==> config.mk <==
export PLATFORM = sky130hd
export DESIGN_NAME = change_dispenser
export DESIGN_NICKNAME = d
export VERILOG_FILES = /design/src/rtl/vend_pkg.sv /design/src/rtl/coin_selector.sv /design/src/rtl/change_dispenser.sv
export SDC_FILE = /design/constraint.sdc
export NUM_CORES = 1
export LEC_CHECK = 0
export CAP_MARGIN = 20
export CORE_MARGIN = 2
export CORE_UTILIZATION = 48
export DETAILED_ROUTE_END_ITERATION = 10
export GPL_ROUTABILITY_DRIVEN = 0
export PLACE_DENSITY = 0.8
export SLEW_MARGIN = 30
export SYNTH_ARGS = -nofsm -noshare
export SYNTH_HDL_FRONTEND = slang
export SYNTH_HIERARCHICAL = 1
export SYNTH_SLANG_ARGS = --single-unit
==> constraint.sdc <==
create_clock -name clock -period 2.6 [get_ports clock]
set_clock_uncertainty 0.1 [all_clocks]
set_input_delay 0.52 -clock clock [delete_from_list [all_inputs] [get_ports clock]]
set_output_delay 0.52 -clock clock [all_outputs]
set_load 0.02 [all_outputs]
==> src/rtl/vend_pkg.sv <==
// Shared constants, coin encoding and FSM states for the change dispenser.
package vend_pkg;

    localparam int unsigned AMT_W = 5;
    localparam int unsigned CNT_W = 4;

    // Coin values in 5-cent units
    localparam logic [AMT_W-1:0] QUARTER = AMT_W'(5);
    localparam logic [AMT_W-1:0] DIME    = AMT_W'(2);
    localparam logic [AMT_W-1:0] NICKEL  = AMT_W'(1);

    typedef struct packed {
        logic quarter;
        logic dime;
        logic nickel;
    } coin_t;

    typedef enum logic [2:0] {
        IDLE,
        SELECT,
        EJECT,
        DONE,
        SHORT
    } state_t;

endpackage

==> src/rtl/coin_selector.sv <==
// Greedy coin choice: largest coin that fits the unpaid amount and is in stock.
module coin_selector
    import vend_pkg::*;
(
    input  logic [AMT_W-1:0] remaining,
    input  logic [CNT_W-1:0] quarter_count,
    input  logic [CNT_W-1:0] dime_count,
    input  logic [CNT_W-1:0] nickel_count,
    output coin_t            coin,
    output logic             none
);

    always_comb begin
        coin = '0;
        if (remaining >= QUARTER && quarter_count != '0) begin
            coin.quarter = 1'b1;
        end else if (remaining >= DIME && dime_count != '0) begin
            coin.dime = 1'b1;
        end else if (remaining >= NICKEL && nickel_count != '0) begin
            coin.nickel = 1'b1;
        end
        none = (coin == '0);
    end

endmodule

==> src/rtl/change_dispenser.sv <==
// Change dispenser: pays a requested amount coin by coin from finite
// quarter/dime/nickel inventories using greedy selection and a hopper handshake.
module change_dispenser
    import vend_pkg::*;
#(
    parameter int unsigned QUARTER_INIT = 8,
    parameter int unsigned DIME_INIT    = 8,
    parameter int unsigned NICKEL_INIT  = 8
) (
    input  logic             clock,
    input  logic             reset,
    input  logic             changeValid,
    input  logic [AMT_W-1:0] changeAmount,
    output logic             changeReady,
    input  logic             coinAck,
    output logic             ejectQuarter,
    output logic             ejectDime,
    output logic             ejectNickel,
    output logic             changeDone,
    output logic             changeShort,
    output logic [AMT_W-1:0] remaining,
    input  logic             refill,
    output logic [CNT_W-1:0] quarterCount,
    output logic [CNT_W-1:0] dimeCount,
    output logic [CNT_W-1:0] nickelCount
);

    localparam logic [CNT_W-1:0] Q_INIT = CNT_W'(QUARTER_INIT);
    localparam logic [CNT_W-1:0] D_INIT = CNT_W'(DIME_INIT);
    localparam logic [CNT_W-1:0] N_INIT = CNT_W'(NICKEL_INIT);

    state_t           state_q, state_d;
    logic             pend_q, pend_d;
    logic [AMT_W-1:0] rem_q, rem_d;
    logic [CNT_W-1:0] qc_q, qc_d, dc_q, dc_d, nc_q, nc_d;
    coin_t            eject_q, eject_d;
    logic             ready_q, ready_d;
    logic             done_q, done_d;
    logic             short_q, short_d;

    coin_t            sel_coin;
    logic             sel_none;

    coin_selector u_sel (
        .remaining    (rem_q),
        .quarter_count(qc_q),
        .dime_count   (dc_q),
        .nickel_count (nc_q),
        .coin         (sel_coin),
        .none         (sel_none)
    );

    always_ff @(posedge clock or negedge reset) begin
        if (!reset) begin
            state_q <= IDLE;
            pend_q  <= 1'b0;
            rem_q   <= '0;
            qc_q    <= Q_INIT;
            dc_q    <= D_INIT;
            nc_q    <= N_INIT;
            eject_q <= '0;
            ready_q <= 1'b1;
            done_q  <= 1'b0;
            short_q <= 1'b0;
        end else begin
            state_q <= state_d;
            pend_q  <= pend_d;
            rem_q   <= rem_d;
            qc_q    <= qc_d;
            dc_q    <= dc_d;
            nc_q    <= nc_d;
            eject_q <= eject_d;
            ready_q <= ready_d;
            done_q  <= done_d;
            short_q <= short_d;
        end
    end

    // An accepted request spends one IDLE cycle with ready low before SELECT.
    always_comb begin
        state_d = state_q;
        pend_d  = 1'b0;
        rem_d   = rem_q;
        qc_d    = qc_q;
        dc_d    = dc_q;
        nc_d    = nc_q;
        eject_d = eject_q;

        case (state_q)
            IDLE: begin
                if (refill) begin
                    qc_d = Q_INIT;
                    dc_d = D_INIT;
                    nc_d = N_INIT;
                end
                if (pend_q) begin
                    state_d = SELECT;
                end else if (changeValid && ready_q) begin
                    pend_d = 1'b1;
                    rem_d  = changeAmount;
                end
            end
            SELECT: begin
                if (!sel_none) begin
                    eject_d = sel_coin;
                    state_d = EJECT;
                end else if (rem_q == '0) begin
                    state_d = DONE;
                end else begin
                    state_d = SHORT;
                end
            end
            EJECT: begin
                if (coinAck) begin
                    eject_d = '0;
                    state_d = SELECT;
                    if (eject_q.quarter) begin
                        rem_d = rem_q - QUARTER;
                        qc_d  = qc_q - CNT_W'(1);
                    end else if (eject_q.dime) begin
                        rem_d = rem_q - DIME;
                        dc_d  = dc_q - CNT_W'(1);
                    end else begin
                        rem_d = rem_q - NICKEL;
                        nc_d  = nc_q - CNT_W'(1);
                    end
                end
            end
            DONE:    state_d = IDLE;
            SHORT:   state_d = IDLE;
            default: state_d = IDLE;
        endcase

        ready_d = (state_d == IDLE) && !pend_d;
        done_d  = (state_d == DONE);
        short_d = (state_d == SHORT);
    end

    assign changeReady  = ready_q;
    assign ejectQuarter = eject_q.quarter;
    assign ejectDime    = eject_q.dime;
    assign ejectNickel  = eject_q.nickel;
    assign changeDone   = done_q;
    assign changeShort  = short_q;
    assign remaining    = rem_q;
    assign quarterCount = qc_q;
    assign dimeCount    = dc_q;
    assign nickelCount  = nc_q;

endmodule

==> results_tabular.tex <==
\begin{tabular}{lr}
\hline
Metric & Value \\
\hline
\multicolumn{2}{l}{\textbf{Status}} \\
Run status & finished, final reports clean \\
\multicolumn{2}{l}{\textbf{STA}} \\
Ratio of final minimum period to clock period & a little under nine tenths \\
Actual transition at the worst max-transition pin & around 0.46 ns \\
Number of slew-limit violations in the final report & 0 \\
Worst slew margin relative to its limit & between 60\% and 70\% \\
Setup TNS & 0 ns \\
Final hold violation count & 0 \\
RSZ-0062 raised after global routing & false \\
Final setup viols & 0 \\
Final min period & between 2 and 2.5 ns \\
FMAX & 0.451 GHz \\
Worst Hold Slack & 0.433 ns \\
\multicolumn{2}{l}{\textbf{Power}} \\
Switching power of the nets & around 1200 uW \\
Fraction of power consumed by sequential logic & between 30\% and 40\% \\
Highest ir drop seen on vdd & approximately 0.00055 V \\
Power per Cell Area & $\sim$1200 mW/mm\^{}2 \\
Switching portion of total power & between 40\% and 50\% \\
Leakage power & $\sim$0.0009 uW \\
Int Pwr & 1350 uW \\
Clk pwr share & about 7.4\% \\
Comb pwr share & between 50\% and 60\% \\
\multicolumn{2}{l}{\textbf{Yosys}} \\
Synthesis Warnings & 6 \\
Most used DFF post-synth & dfrtp\_1 \\
Proportion of synthesized flip-flops having asynchronous set or reset & between 90\% and 100\% \\
Number of instances in the synthesized netlist & approximately 180 \\
Number of flops mapped to enable cells by yosys & 0 \\
Number of distinct library cell variants in the gate-level netlist after synthesis & 50 \\
Total of flip-flops plus latches after synthesis & 27 \\
Sequential share of the synthesized area & between 30\% and 40\% \\
Net Count, Synth & 200 \\
Mapped Avg Cell Area & slightly above 9 sq um \\
Mapped Area & roughly 0.0017 sq mm \\
\multicolumn{2}{l}{\textbf{Drt}} \\
Number of detailed-route iterations in the first pass & 4 \\
WL/cell & 14.4 microns \\
Number of nets still failing antenna checks after routing & 0 \\
Total length of routed wires & $\sim$3800 microns \\
Number of design rule violations left after detail routing & 0 \\
Total number of vias & $\sim$1,400 \\
Detailed Route Iter0 Violations & 110 \\
Drt via density & approximately 5.5 \\
\multicolumn{2}{l}{\textbf{Setup path}} \\
Data arrival time of the critical path & roughly 1.6 ns \\
Number of cells on the worst reg-to-reg path & 7 \\
Stages on the worst setup path & 1 \\
Internal reg-to-reg setup slack & around 0.5 ns \\
Largest stage delay, worst path & $\sim$0.68 ns \\
Sort of element at the start of the critical path & flip-flop \\
Slowest library cell on the worst path & clkdlybuf4s50\_1 \\
Worst-path fanout max & 12 \\
Reg2Reg Launch Point & remaining[1] \\
Type of the worst setup path & reg2out \\
Top cell family by delay on the critical path & buffers and inverters \\
List of cells traversed by the critical path & clkdlybuf4s50\_1 \\
Critical path buffers and inverters & 1 \\
Required time at the endpoint of the critical path & roughly 2.0 ns \\
Endpoint class of the critical path & primary output \\
Reg2reg end & changeReady \\
\multicolumn{2}{l}{\textbf{Cells and area}} \\
Layout cell share with drive strength beyond 1 & between 10\% and 20\% \\
Leading cell types in the layout, fill and taps excluded & 32 x clkdlybuf4s50\_1, 23 x dfrtp\_1, 20 x nand2\_1 \\
Net total in the final layout & between 200 and 250 \\
Diodes inserted & 0 \\
Area added between synthesis and finish & 24.0\% \\
Most frequent standard cell in the layout excluding fill and tap cells & clkdlybuf4s50\_1 \\
\multicolumn{2}{l}{\textbf{Floorplan}} \\
X dimension of the die & about 64 microns \\
Total die area & between 0.004 and 0.005 sq mm \\
Floorplan row count & 21 \\
Core Footprint & about 0.0034 sq mm \\
Starting utilization of the core area & 50.6\% \\
Top Ports & 33 \\
Chip height & about 64 microns \\
\multicolumn{2}{l}{\textbf{Placed design}} \\
Total half-perimeter wirelength after legalization and detailed placement & slightly below 3000 microns \\
Buffers on Ports & 32 \\
\multicolumn{2}{l}{\textbf{Hold path}} \\
Worst-case hold path end point & ejectNickel \\
Worst Hold Path Cells & 2 \\
Worst hold path class & reg2reg \\
Worst hold start & ejectNickel \\
\multicolumn{2}{l}{\textbf{Global routing}} \\
Via count of the first global-routing pass & $\sim$1,400 \\
Initial antenna violation count & 0 \\
Global route total overflow & 0 \\
Pin count of the biggest net entering global routing & 28 \\
Wire length of the first global-routing pass & $\sim$6600 microns \\
Global-route usage over all layers & 20.6\% \\
\multicolumn{2}{l}{\textbf{Clock network}} \\
Clk pin slew, worst setup/hold paths & $\sim$0.14 ns \\
Clock buffers created by TritonCTS & 3 \\
Skew-Pair Late Insertion Delay & 0.32 ns \\
Depth of the CTS H-tree & 1 \\
CTS tree & built \\
Clock net sink count & 27 \\
Number of gates resized after cts & 0 \\
Hold bufs inserted after CTS & 0 \\
Root Buffer Master & clkbuf\_4 \\
Number of post-CTS setup repair buffers & 0 \\
Max clock buf depth & 2 \\
\multicolumn{2}{l}{\textbf{Job}} \\
Max Cap Violations & 0 \\
\hline
\end{tabular}
==> metal layers <==
metal | share of wire, % | global-route usage (%)
met1 | 46 | 29.0
met2 | 50 | 32.9
met3 | 2.8 | 3.39
met4 | 1.5 | 5.43
met5 | 0 | 0
==> registers in the layout, summed over array words and instances (netlist names) <==
name,count
remaining,5
dimeCount,4
nickelCount,4
quarterCount,4
state_q,3
changeDone,1
changeReady,1
changeShort,1
ejectDime,1
ejectNickel,1
ejectQuarter,1
pend_q,1
==> worst max-delay path by stage <==
stage,from,to,slack (ns)
CTS,ejectQuarter,ejectQuarter,0.38
global placement,coinAck,remaining[4],0.46
global route,remaining[1],changeReady,0.28
detailed placement,coinAck,remaining[4],0.44
finish,ejectQuarter,ejectQuarter,0.38
floorplan,remaining[1],remaining[4],0.64
==> layout make-up <==
| cell class | instances | area (sq um) |
|---|---|---|
| Multi-Input combinational cell | 133 | 936 |
| Tap cell | 46 | 57.6 |
| Inverter | 16 | 60.1 |
| Timing Repair Buffer | 36 | 350 |
| Sequential cell | 27 | 681 |
| Clock buffer | 4 | 26.3 |
| Fill cell | 320 | 1250 |
==> cells in the mapped netlist (4+ instances only) <==
library cell / count / area [sq um]
dfstp_2: 4 / 105
ha_1: 8 / 100
nor3_1: 4 / 20.0
mux2i_1: 4 / 40.0
a21o_1: 4 / 30.0
xor2_1: 6 / 52.6
nor2_1: 8 / 30.0
o21ai_0: 11 / 55.1
nor2b_1: 7 / 43.8
a21oi_1: 10 / 50.1
dfrtp_1: 23 / 576
nand2_1: 20 / 75.1
inv_1: 16 / 60.1
o211ai_1: 6 / 45.0
o21ai_1: 4 / 20.0
==> metrics by stage <==
stage | utilization [%] | total power, uW | cells | instance area (sq um) | setup WS [ns]
2_1_floorplan | - | 1830 | 182 | 1700 | 0.638
3_3_place_gp | 62.0 | 2300 | 258 | 2080 | 0.462
3_5_place_dp | 62.0 | 2340 | 258 | 2080 | 0.435
4_1_cts | 62.8 | 2530 | 262 | 2110 | 0.379
5_1_grt | 62.8 | 2750 | 262 | 2110 | 0.280
6_report | 62.8 | 2520 | 262 | 2110 | 0.381
==> power groups by stage <==
stage	Combinational, uW	Clock (uW)	Sequential [uW]
global placement	1410	0	888
finish	1450	185	883
detailed placement	1450	0	893
floorplan	875	0	958
global route	1610	211	927
CTS	1460	188	883
==> logic make-up (layout without fill, tap and decap cells) <==
kind of cell	after synthesis	in the layout	synth area share, %
simple gates	66	66	24.0
compound gates	47	47	18.4
flops	27	27	40.0
buf+inv	22	56	5.07
fa+ha+maj	8	8	5.88
xor+xnor	7	7	3.60
mux	5	5	3.01
(Power assumes the default switching activity.)
